## config.mk

```make
export PLATFORM = sky130hd
export DESIGN_NAME = multicycle_control_unit
export DESIGN_NICKNAME = d
export VERILOG_FILES = /design/src/rtl/rv_ctrl_pkg.sv /design/src/rtl/alu_decoder.sv /design/src/rtl/multicycle_control_unit.sv
export SDC_FILE = /design/constraint.sdc
export NUM_CORES = 1
export LEC_CHECK = 0
export ABC_CLOCK_PERIOD_IN_PS = 3200
export CORE_UTILIZATION = 46
export DETAILED_ROUTE_END_ITERATION = 12
export PLACE_DENSITY = 0.83
export SYNTH_ARGS = -nofsm -noshare
export SYNTH_HDL_FRONTEND = slang
export SYNTH_SLANG_ARGS = --single-unit
```

## constraint.sdc

```tcl
create_clock -name clk -period 3.2 [get_ports clk]
set_clock_uncertainty 0.2 [all_clocks]
set_input_delay 0.8 -clock clk [delete_from_list [all_inputs] [get_ports clk]]
set_output_delay 0.8 -clock clk [all_outputs]
set_load 0.01 [all_outputs]
```

## src/rtl/rv_ctrl_pkg.sv

```systemverilog
// Shared encodings for the multi-cycle RV32I control path: opcodes, mux selects,
// ALU operations and FSM states.
package rv_ctrl_pkg;

  localparam int unsigned OP_W    = 7;
  localparam int unsigned STATE_W = 4;

  localparam logic [OP_W-1:0] OP_LOAD   = 7'b0000011;
  localparam logic [OP_W-1:0] OP_STORE  = 7'b0100011;
  localparam logic [OP_W-1:0] OP_RTYPE  = 7'b0110011;
  localparam logic [OP_W-1:0] OP_ITYPE  = 7'b0010011;
  localparam logic [OP_W-1:0] OP_LUI    = 7'b0110111;
  localparam logic [OP_W-1:0] OP_BRANCH = 7'b1100011;
  localparam logic [OP_W-1:0] OP_JAL    = 7'b1101111;
  localparam logic [OP_W-1:0] OP_JALR   = 7'b1100111;

  typedef enum logic [3:0] {
    ALU_ADD   = 4'b0000,
    ALU_SUB   = 4'b0001,
    ALU_AND   = 4'b0010,
    ALU_OR    = 4'b0011,
    ALU_XOR   = 4'b0100,
    ALU_SLT   = 4'b0101,
    ALU_SLL   = 4'b0110,
    ALU_SRL   = 4'b0111,
    ALU_SRA   = 4'b1000,
    ALU_SLTU  = 4'b1001,
    ALU_PASSB = 4'b1010
  } alu_ctrl_e;

  typedef enum logic [2:0] {
    IMM_I = 3'b000,
    IMM_S = 3'b001,
    IMM_B = 3'b010,
    IMM_J = 3'b011,
    IMM_U = 3'b100
  } imm_src_e;

  typedef enum logic [1:0] {
    RES_ALUOUT    = 2'b00,
    RES_READDATA  = 2'b01,
    RES_ALURESULT = 2'b10
  } result_src_e;

  typedef enum logic [1:0] {
    SRCA_PC    = 2'b00,
    SRCA_OLDPC = 2'b01,
    SRCA_RS1   = 2'b10
  } alu_src_a_e;

  typedef enum logic [1:0] {
    SRCB_RS2  = 2'b00,
    SRCB_IMM  = 2'b01,
    SRCB_FOUR = 2'b10
  } alu_src_b_e;

  // Operation class handed to the ALU decoder by the sequencer.
  typedef enum logic [2:0] {
    CLS_ADD   = 3'd0,
    CLS_SUB   = 3'd1,
    CLS_PASSB = 3'd2,
    CLS_RTYPE = 3'd3,
    CLS_ITYPE = 3'd4
  } alu_class_e;

  typedef enum logic [STATE_W-1:0] {
    S_FETCH     = 4'd0,
    S_DECODE    = 4'd1,
    S_MEMADR    = 4'd2,
    S_MEMREAD   = 4'd3,
    S_MEMWB     = 4'd4,
    S_MEMWRITE  = 4'd5,
    S_EXECUTER  = 4'd6,
    S_EXECUTEI  = 4'd7,
    S_ALUWB     = 4'd8,
    S_LUI       = 4'd9,
    S_BRANCH    = 4'd10,
    S_JAL       = 4'd11,
    S_JALR      = 4'd12,
    S_JALR_LINK = 4'd13,
    S_TRAP      = 4'd14
  } state_e;

  function automatic imm_src_e imm_src_for(input logic [OP_W-1:0] op);
    case (op)
      OP_STORE:  return IMM_S;
      OP_BRANCH: return IMM_B;
      OP_JAL:    return IMM_J;
      OP_LUI:    return IMM_U;
      default:   return IMM_I;
    endcase
  endfunction

endpackage

```

## src/rtl/alu_decoder.sv

```systemverilog
// Maps the sequencer's operation class plus funct3/funct7[5] to an ALU operation.
module alu_decoder
  import rv_ctrl_pkg::*;
(
  input  alu_class_e  alu_class,
  input  logic [2:0]  funct3,
  input  logic        funct7b5,
  output alu_ctrl_e   alu_control_c
);

  always_comb begin
    alu_control_c = ALU_ADD;
    case (alu_class)
      CLS_SUB:   alu_control_c = ALU_SUB;
      CLS_PASSB: alu_control_c = ALU_PASSB;
      CLS_RTYPE, CLS_ITYPE: begin
        case (funct3)
          // funct7[5] only turns ADD into SUB for register-register ops
          3'b000:  alu_control_c = (alu_class == CLS_RTYPE && funct7b5) ? ALU_SUB : ALU_ADD;
          3'b001:  alu_control_c = ALU_SLL;
          3'b010:  alu_control_c = ALU_SLT;
          3'b011:  alu_control_c = ALU_SLTU;
          3'b100:  alu_control_c = ALU_XOR;
          3'b101:  alu_control_c = funct7b5 ? ALU_SRA : ALU_SRL;
          3'b110:  alu_control_c = ALU_OR;
          default: alu_control_c = ALU_AND;
        endcase
      end
      default:   alu_control_c = ALU_ADD;
    endcase
  end

endmodule

```

## src/rtl/multicycle_control_unit.sv

```systemverilog
// Multi-cycle RV32I sequencer: drives the shared-ALU datapath through fetch,
// decode, execute, memory and writeback with a variable-latency memory handshake.
module multicycle_control_unit
  import rv_ctrl_pkg::*;
#(
  parameter int unsigned ALU_CTRL_W = 4,
  parameter int unsigned IMM_SRC_W  = 3,
  parameter int unsigned RETIRE_W   = 32
) (
  input  logic                  clk,
  input  logic                  rst_n,
  input  logic [6:0]            Op,
  input  logic [2:0]            Funct3,
  input  logic [6:0]            Funct7,
  input  logic                  Zero,
  input  logic                  Lt,
  input  logic                  Ltu,
  input  logic                  MemReady,
  output logic                  PCWrite,
  output logic                  AdrSrc,
  output logic                  MemWrite,
  output logic                  IRWrite,
  output logic [1:0]            ResultSrc,
  output logic [1:0]            ALUSrcA,
  output logic [1:0]            ALUSrcB,
  output logic [ALU_CTRL_W-1:0] ALUControl,
  output logic [IMM_SRC_W-1:0]  ImmSrc,
  output logic                  RegWrite,
  output logic                  IllegalInstr,
  output logic [RETIRE_W-1:0]   InstRetired,
  output logic [3:0]            State
);

  state_e        state, state_next, decode_next_c;
  alu_class_e    alu_class;
  alu_ctrl_e     alu_ctrl_c;
  imm_src_e      imm_src;
  result_src_e   result_src;
  alu_src_a_e    src_a;
  alu_src_b_e    src_b;
  logic          pc_write, ir_write, mem_write, reg_write, adr_src;
  logic          taken_c, retire_c;
  logic          illegal_q;
  logic [RETIRE_W-1:0] retired_q;
  logic          unused_funct7;

  assign unused_funct7 = ^{Funct7[6], Funct7[4:0]};

  alu_decoder u_alu_decoder (
    .alu_class     (alu_class),
    .funct3        (Funct3),
    .funct7b5      (Funct7[5]),
    .alu_control_c (alu_ctrl_c)
  );

  // Successor of DECODE; unsupported encodings land in TRAP.
  always_comb begin
    decode_next_c = S_TRAP;
    case (Op)
      OP_LOAD, OP_STORE: if (Funct3 == 3'b010) decode_next_c = S_MEMADR;
      OP_RTYPE:          decode_next_c = S_EXECUTER;
      OP_ITYPE:          decode_next_c = S_EXECUTEI;
      OP_LUI:            decode_next_c = S_LUI;
      OP_BRANCH:         if (Funct3[2:1] != 2'b01) decode_next_c = S_BRANCH;
      OP_JAL:            decode_next_c = S_JAL;
      OP_JALR:           decode_next_c = S_JALR;
      default:           decode_next_c = S_TRAP;
    endcase
  end

  always_comb begin
    taken_c = 1'b0;
    case (Funct3)
      3'b000:  taken_c = Zero;
      3'b001:  taken_c = !Zero;
      3'b100:  taken_c = Lt;
      3'b101:  taken_c = !Lt;
      3'b110:  taken_c = Ltu;
      3'b111:  taken_c = !Ltu;
      default: taken_c = 1'b0;
    endcase
  end

  // Next state and per-state datapath controls.
  always_comb begin
    state_next = state;
    pc_write   = 1'b0;
    ir_write   = 1'b0;
    mem_write  = 1'b0;
    reg_write  = 1'b0;
    adr_src    = 1'b0;
    result_src = RES_ALUOUT;
    src_a      = SRCA_PC;
    src_b      = SRCB_RS2;
    alu_class  = CLS_ADD;
    imm_src    = IMM_I;
    case (state)
      S_FETCH: begin
        src_b      = SRCB_FOUR;
        result_src = RES_ALURESULT;
        ir_write   = MemReady;
        pc_write   = MemReady;
        if (MemReady) state_next = S_DECODE;
      end
      S_DECODE: begin
        src_a      = SRCA_OLDPC;
        src_b      = SRCB_IMM;
        imm_src    = imm_src_for(Op);
        state_next = decode_next_c;
      end
      S_MEMADR: begin
        src_a      = SRCA_RS1;
        src_b      = SRCB_IMM;
        state_next = (Op == OP_STORE) ? S_MEMWRITE : S_MEMREAD;
      end
      S_MEMREAD: begin
        adr_src = 1'b1;
        if (MemReady) state_next = S_MEMWB;
      end
      S_MEMWB: begin
        result_src = RES_READDATA;
        reg_write  = 1'b1;
        state_next = S_FETCH;
      end
      S_MEMWRITE: begin
        adr_src   = 1'b1;
        mem_write = 1'b1;
        if (MemReady) state_next = S_FETCH;
      end
      S_EXECUTER: begin
        src_a      = SRCA_RS1;
        alu_class  = CLS_RTYPE;
        state_next = S_ALUWB;
      end
      S_EXECUTEI: begin
        src_a      = SRCA_RS1;
        src_b      = SRCB_IMM;
        alu_class  = CLS_ITYPE;
        state_next = S_ALUWB;
      end
      S_ALUWB: begin
        reg_write  = 1'b1;
        state_next = S_FETCH;
      end
      S_LUI: begin
        src_b      = SRCB_IMM;
        alu_class  = CLS_PASSB;
        state_next = S_ALUWB;
      end
      S_BRANCH: begin
        src_a      = SRCA_RS1;
        alu_class  = CLS_SUB;
        pc_write   = taken_c;
        state_next = S_FETCH;
      end
      S_JAL: begin
        src_a      = SRCA_OLDPC;
        src_b      = SRCB_FOUR;
        pc_write   = 1'b1;
        state_next = S_ALUWB;
      end
      S_JALR: begin
        src_a      = SRCA_RS1;
        src_b      = SRCB_IMM;
        result_src = RES_ALURESULT;
        pc_write   = 1'b1;
        state_next = S_JALR_LINK;
      end
      S_JALR_LINK: begin
        src_a      = SRCA_OLDPC;
        src_b      = SRCB_FOUR;
        state_next = S_ALUWB;
      end
      S_TRAP:  state_next = S_TRAP;
      default: state_next = S_TRAP;
    endcase
  end

  assign retire_c = (state_next == S_FETCH) &&
                    (state inside {S_MEMWB, S_MEMWRITE, S_ALUWB, S_BRANCH});

  always_ff @(posedge clk or negedge rst_n) begin
    if (!rst_n) begin
      state     <= S_FETCH;
      illegal_q <= 1'b0;
      retired_q <= '0;
    end else begin
      state <= state_next;
      if (state_next == S_TRAP) illegal_q <= 1'b1;
      if (retire_c) retired_q <= retired_q + RETIRE_W'(1);
    end
  end

  // Strobes are gated by reset so an aborted instruction has no side effects.
  assign PCWrite      = pc_write  & rst_n;
  assign IRWrite      = ir_write  & rst_n;
  assign MemWrite     = mem_write & rst_n;
  assign RegWrite     = reg_write & rst_n;
  assign AdrSrc       = adr_src;
  assign ResultSrc    = result_src;
  assign ALUSrcA      = src_a;
  assign ALUSrcB      = src_b;
  assign ALUControl   = ALU_CTRL_W'(alu_ctrl_c);
  assign ImmSrc       = IMM_SRC_W'(imm_src);
  assign IllegalInstr = illegal_q;
  assign InstRetired  = retired_q;
  assign State        = state;

endmodule
```

# [Word-level counts from Yosys, hierarchy flattened]
# Index checks and enable logic that the tools add are counted.
[totals] register_bits=37 latchBits=0 mem_bits_rw=0 mem_bits_ro=0 in_bits=23 memories=0
[classes] addsub=1 multipliers=0 div=0 n_lt_le_gt_ge=0 eq_ne=34 n_shift=0 muxes=24 bitwise_logic=4 reduce_logical=21
[op_table] operator="case mux 4 bit (7 select lines)" n=2
[op_table] operator="adder 32 x 1 -> 32 bit, second input constant" n=1
[op_table] operator="case mux 4 bit (8 select lines)" n=1
[op_table] operator="== test 4 bit, second input constant" n=7
[op_table] operator="case mux 3 bit (4 select lines)" n=2
[op_table] operator="== test 7 x 6 -> 1 bit, second input constant" n=3
[op_table] operator="== test 7 bit, second input constant" n=3
[op_table] operator="2-to-1 mux 4 bit" n=5
[op_table] operator="== test 4 x 3 -> 1 bit, second input constant" n=4
[op_table] operator="== test 3 bit, second input constant" n=5
[op_table] operator="OR reduction 5 bit" n=3
[op_table] operator="== test 3 x 2 -> 1 bit, second input constant" n=4
[op_table] operator="case mux 2 bit (2 select lines)" n=3
[op_table] operator="case mux 4 bit (3 select lines)" n=1
[op_table] operator="OR reduction 2 bit" n=6
[op_table] operator="2-to-1 mux 3 bit" n=3
[op_table] operator="OR reduction 3 bit" n=3
[op_table] operator="== test 4 x 2 -> 1 bit, second input constant" n=2
[op_table] operator="zero test 4 bit" n=2
[op_table] operator="== test 7 x 2 -> 1 bit, second input constant" n=1
[op_table] operator="== test 7 x 5 -> 1 bit, second input constant" n=1
[op_table] operator="== test 3 x 1 -> 1 bit, second input constant" n=2
[op_table] operator="case mux 1 bit (6 select lines)" n=1
[op_table] operator="2-to-1 mux 1 bit" n=5
[op_table] operator="8 further kinds" n=14

# [Depth between registers and ports, before layout]
[logic_depth] word_depth=7 ltp_mapped=8

# [Hierarchy]
# A second synthesis with hierarchy kept.
[hier_totals] cells_unflattened=268 hier_area_um2=2453.6
[modules_own_cells] mod="multicycle_control_unit" instances=1 cells_per_inst=242 area_each_um2=2274.7 seq_area_each_um2=925.9
[modules_own_cells] mod="alu_decoder" instances=1 cells_per_inst=26 area_each_um2=178.9 seq_area_each_um2=0.0

# [Worst setup path after synthesis]
# No wires, ideal clock.
[synth_timing] kind="input-to-output" start="input Op[2]" end="output ImmSrc[0]" t_arrival_ns=2.075 required_ns=2.200 slack_ns=0.125 path_stages=3 n_path_buf=1 path_cell_list="clkbuf_1 -> or3_1 -> a2111oi_0"
[synth_between] elab_chain_cells=3 word_cells_on_any_way=6 cone_classes="4 x eq/ne; 2 x mux"
[synth_rtl] element="from (decl)" line_no="multicycle_control_unit.sv:12" text="input logic [6:0] Op,"
[synth_rtl] element="== test 7 x 6 -> 1 bit or == test 7 bit (tied branches)" line_no="rv_ctrl_pkg.sv:85" text="case (op)"
[synth_rtl] element="case mux 3 bit (4 select lines) *" line_no="rv_ctrl_pkg.sv:85"
[synth_rtl] element="2-to-1 mux 3 bit *" line_no="multicycle_control_unit.sv:97" text="case (state)"
[synth_rtl] element="to (decl)" line_no="multicycle_control_unit.sv:27" text="output logic [IMM_SRC_W-1:0] ImmSrc,"
# Mark *: on every way between the ends. The rest lies on a longest branch, timed or not.

# [Final worst setup path]
[layout_timing] start="input Op[3]" end="output ImmSrc[0]"
# Same word-level chain as after synthesis.

==> impl_metrics.tcl <==
set metrics [dict create \
    status "complete, no violations" \
    hold_buffers 0 \
    cts_sinks 37 \
    critPathBufInv 2 \
    fin_cells 427 \
    yosysTopAreaCell "dfrtp_1" \
    ir_worst_vdd_v 0.000464 \
    ys_ff_latch 37 \
    fin_nets 383 \
    diodes 0 \
    critical-path-max-stage-delay_ns 0.44 \
    grt_pass1_wl_um 10000 \
    critPathTopFamily "buffers and inverters" \
    hold_violations 0 \
    period_share 0.994 \
    ant_nets 0 \
    drc 0 \
    crit_fanout 2 \
    synthFlopType "dfrtp_1" \
    min_path_type "reg2reg" \
    htreeDepth 2 \
    use_met2 0.399 \
    p_leak_uw 0.00157 \
    crit_slowest_cell "clkdlybuf4s50_1" \
    grt_antenna_before_repair 0 \
    clockBufferDepth 2 \
    rsz0062_at_grt "yes" \
    drive_above_1_share 0.161 \
    worstPathCellList "clkdlybuf4s50_1 > or3_4 > a2111oi_2 > buf_2" \
    whs_ns 0.270 \
    ff_latch_area_um2 926 \
    tightest_slew_ns 0.499 \
    clock_latency_ns 0.29 \
    cts_tree "built" \
    ioPinCount 78 \
    dp_slack_ns -0.457 \
    dp.cells 419 \
    worstSetupPathType "in2out" \
    routedWlPerCell_um 14.4 \
    post-cts-setup-buffers 0 \
    initial_core_util 0.487 \
    avgSynthCellArea_um2 8.89 \
    setup_viol 0 \
    cts-buffers-inserted 5 \
    grtUsageMet1 0.327 \
    syn_nets 288 \
    fp.dieArea_um2 5390 \
    routed_via_density 5.47 \
    timing.fmax_ghz 0.314 \
    core_area_um2 4820 \
    slew_headroom 0.663 \
    cp-start-kind "primary input" \
    fp.dieH_um 73.4 \
    drt_wl_total_um 6140 \
    grt.total_usage 0.244 \
    syn2layout_area_growth_pct 45.6 \
    syn_area_um2 2350 \
    grt-ovfl-total 0 \
    yosysTopAreaCellShare 0.395 \
    firstDrtPassIters 4 \
    yosysSeqAreaShare 0.395 \
    drv_slew 0 \
    final_util 0.709 \
    fill_cells 381 \
    multi_input_area_um2 1350 \
    synth_cells 264 \
    grt.busiest_layer "met2" \
    powerDensity_nw_per_um2 566 \
    synth-edff-count 0 \
    async_flop_share 1.00 \
    vias 2335 \
    crit_arrival_ns 2.18 \
    drt_iter0_drc 135 \
    grt_max_degree 27 \
    post-dp-hpwl_um 4420 \
    num_rows 25 \
    met3_usage 0.0562 \
    die_x_um 73.4 \
    cp-end-kind "output port" \
    port-buffer-count 71 \
    yosysUniqueCellTypes 50 \
    synthTopCellsByArea "dfrtp_1 39%, xor2_1 8.2%, xnor2_1 6.0%" \
    critical_path_required_ns 2.20 \
    gp_congestion 0.869 \
    period_minus_slack_ns 3.18 \
    yosysWarningCount 0 \
    clk_pin_slew_ns 0.07 \
    cts_root_buf "clkbuf_8" \
    layout_setup_ws_ns 0.0185 \
    maxCapViolCount 0 \
    grt_pass1_vias 2186 \
]
Yosys cell counts (3+ instances only):
master      n
dfrtp_1    37
nand2_1    24
xor2_1     22
nor3_1     19
nor2_1     18
nand3_1    16
xnor2_1    16
and3_1     10
clkbuf_1   10
inv_1       8
nand2b_1    8
nand4_1     7
a21oi_1     6
o21ai_0     6
and4_1      4
nor2b_1     4
nor4_1      4
o2111ai_1   3
or3_1       3
metal layers:
| metal | wire length (um) | part of all wire |
|---|---|---|
| met5 | 0 | 0 |
| met4 | 85 | 0.014 |
| met1 | 2740 | 0.45 |
| met2 | 2970 | 0.48 |
| met3 | 350 | 0.057 |
stage by stage:
stage | total power (uW) | setup TNS (ns) | cell area (um^2)
after global placement | 1550 | -2.46 | 3310
after detailed placement | 1580 | -2.61 | 3310
final | 1930 | 0 | 3420
after CTS | 1930 | -0.113 | 3410
after global routing | 2070 | -0.0266 | 3420
after floorplan | 1160 | 0 | 2350
worst paths after layout:
| path | end | from | depth (start not counted) | slack (ns) |
|---|---|---|---|---|
| min reg2reg | InstRetired[31]$_DFFE_PN0P_ | InstRetired[31]$_DFFE_PN0P_ | 1 | 0.27 |
| min | InstRetired[31]$_DFFE_PN0P_ | InstRetired[31]$_DFFE_PN0P_ | 1 | 0.27 |
| max in group asynchronous | State[3]$_DFF_PN0_ | rst_n | 2 | 2.20 |
| max reg2reg | InstRetired[24]$_DFFE_PN0P_ | State[2]$_DFF_PN0_ | 7 | 0.55 |
| max | ImmSrc[0] | Op[3] | 4 | 0.02 |
| min in group asynchronous | InstRetired[22]$_DFFE_PN0P_ | rst_n | 2 | 0.28 |
flip-flops by register name (all words and copies together), names as in the netlist:
name,flops
InstRetired,32
State,4
IllegalInstr,1
layout make-up:
class	instances	area share
Clock buffer	7	0.0282
Clock inverter	1	0.00147
Inverter	9	0.00989
Multi-Input combinational cell	205	0.396
Sequential cell	37	0.271
Tap cell	67	0.0245
Timing Repair Buffer	101	0.269
report_power, final:
part	total, uW	internal [uW]	switching [uW]
Combinational	973	475	498
Clock	361	195	166
Sequential	601	530	70.9
worst register-to-register path: cells and delay by family, from the launching register on:
kind | cells | cell delay (ns)
flops | 1 | 0.38
xor+xnor | 1 | 0.20
simple gates | 4 | 1.39
compound gates | 1 | 0.19
buf+inv | 1 | 0.19
logic make-up (layout without fill, tap and decap cells):
| family | after synthesis | after routing | synth area share |
|---|---|---|---|
| XOR/XNOR | 38 | 38 | 0.142 |
| AND/OR/NAND/NOR | 128 | 128 | 0.297 |
| multiplexers | 3 | 3 | 0.0133 |
| adder cells (fa/ha/maj) | 1 | 1 | 0.00533 |
| buffers and inverters | 22 | 118 | 0.0416 |
| AO/OA/AOI/OAI | 35 | 35 | 0.107 |
| flip-flops | 37 | 37 | 0.395 |
layout by cell type, fill, tap and decap left out, types with 7 or more instances in the layout:
cell type / Yosys / routed
clkdlybuf4s50_1: 0 / 59
dfrtp_1: 37 / 37
buf_4: 0 / 29
nand2_1: 24 / 24
xor2_1: 22 / 22
nor3_1: 19 / 19
nor2_1: 18 / 17
xnor2_1: 16 / 16
nand3_1: 16 / 16
and3_1: 10 / 10
inv_1: 8 / 8
dlygate4sd2_1: 0 / 8
nand2b_1: 8 / 7
nand4_1: 7 / 7
clkbuf_8: 0 / 7
timing repair:
action                     CTS  global route
pin swaps                    0             1
setup endpoints to repair    8             4
gates resized for setup     19             9
Note: power is estimated with default switching activity, not from simulation.
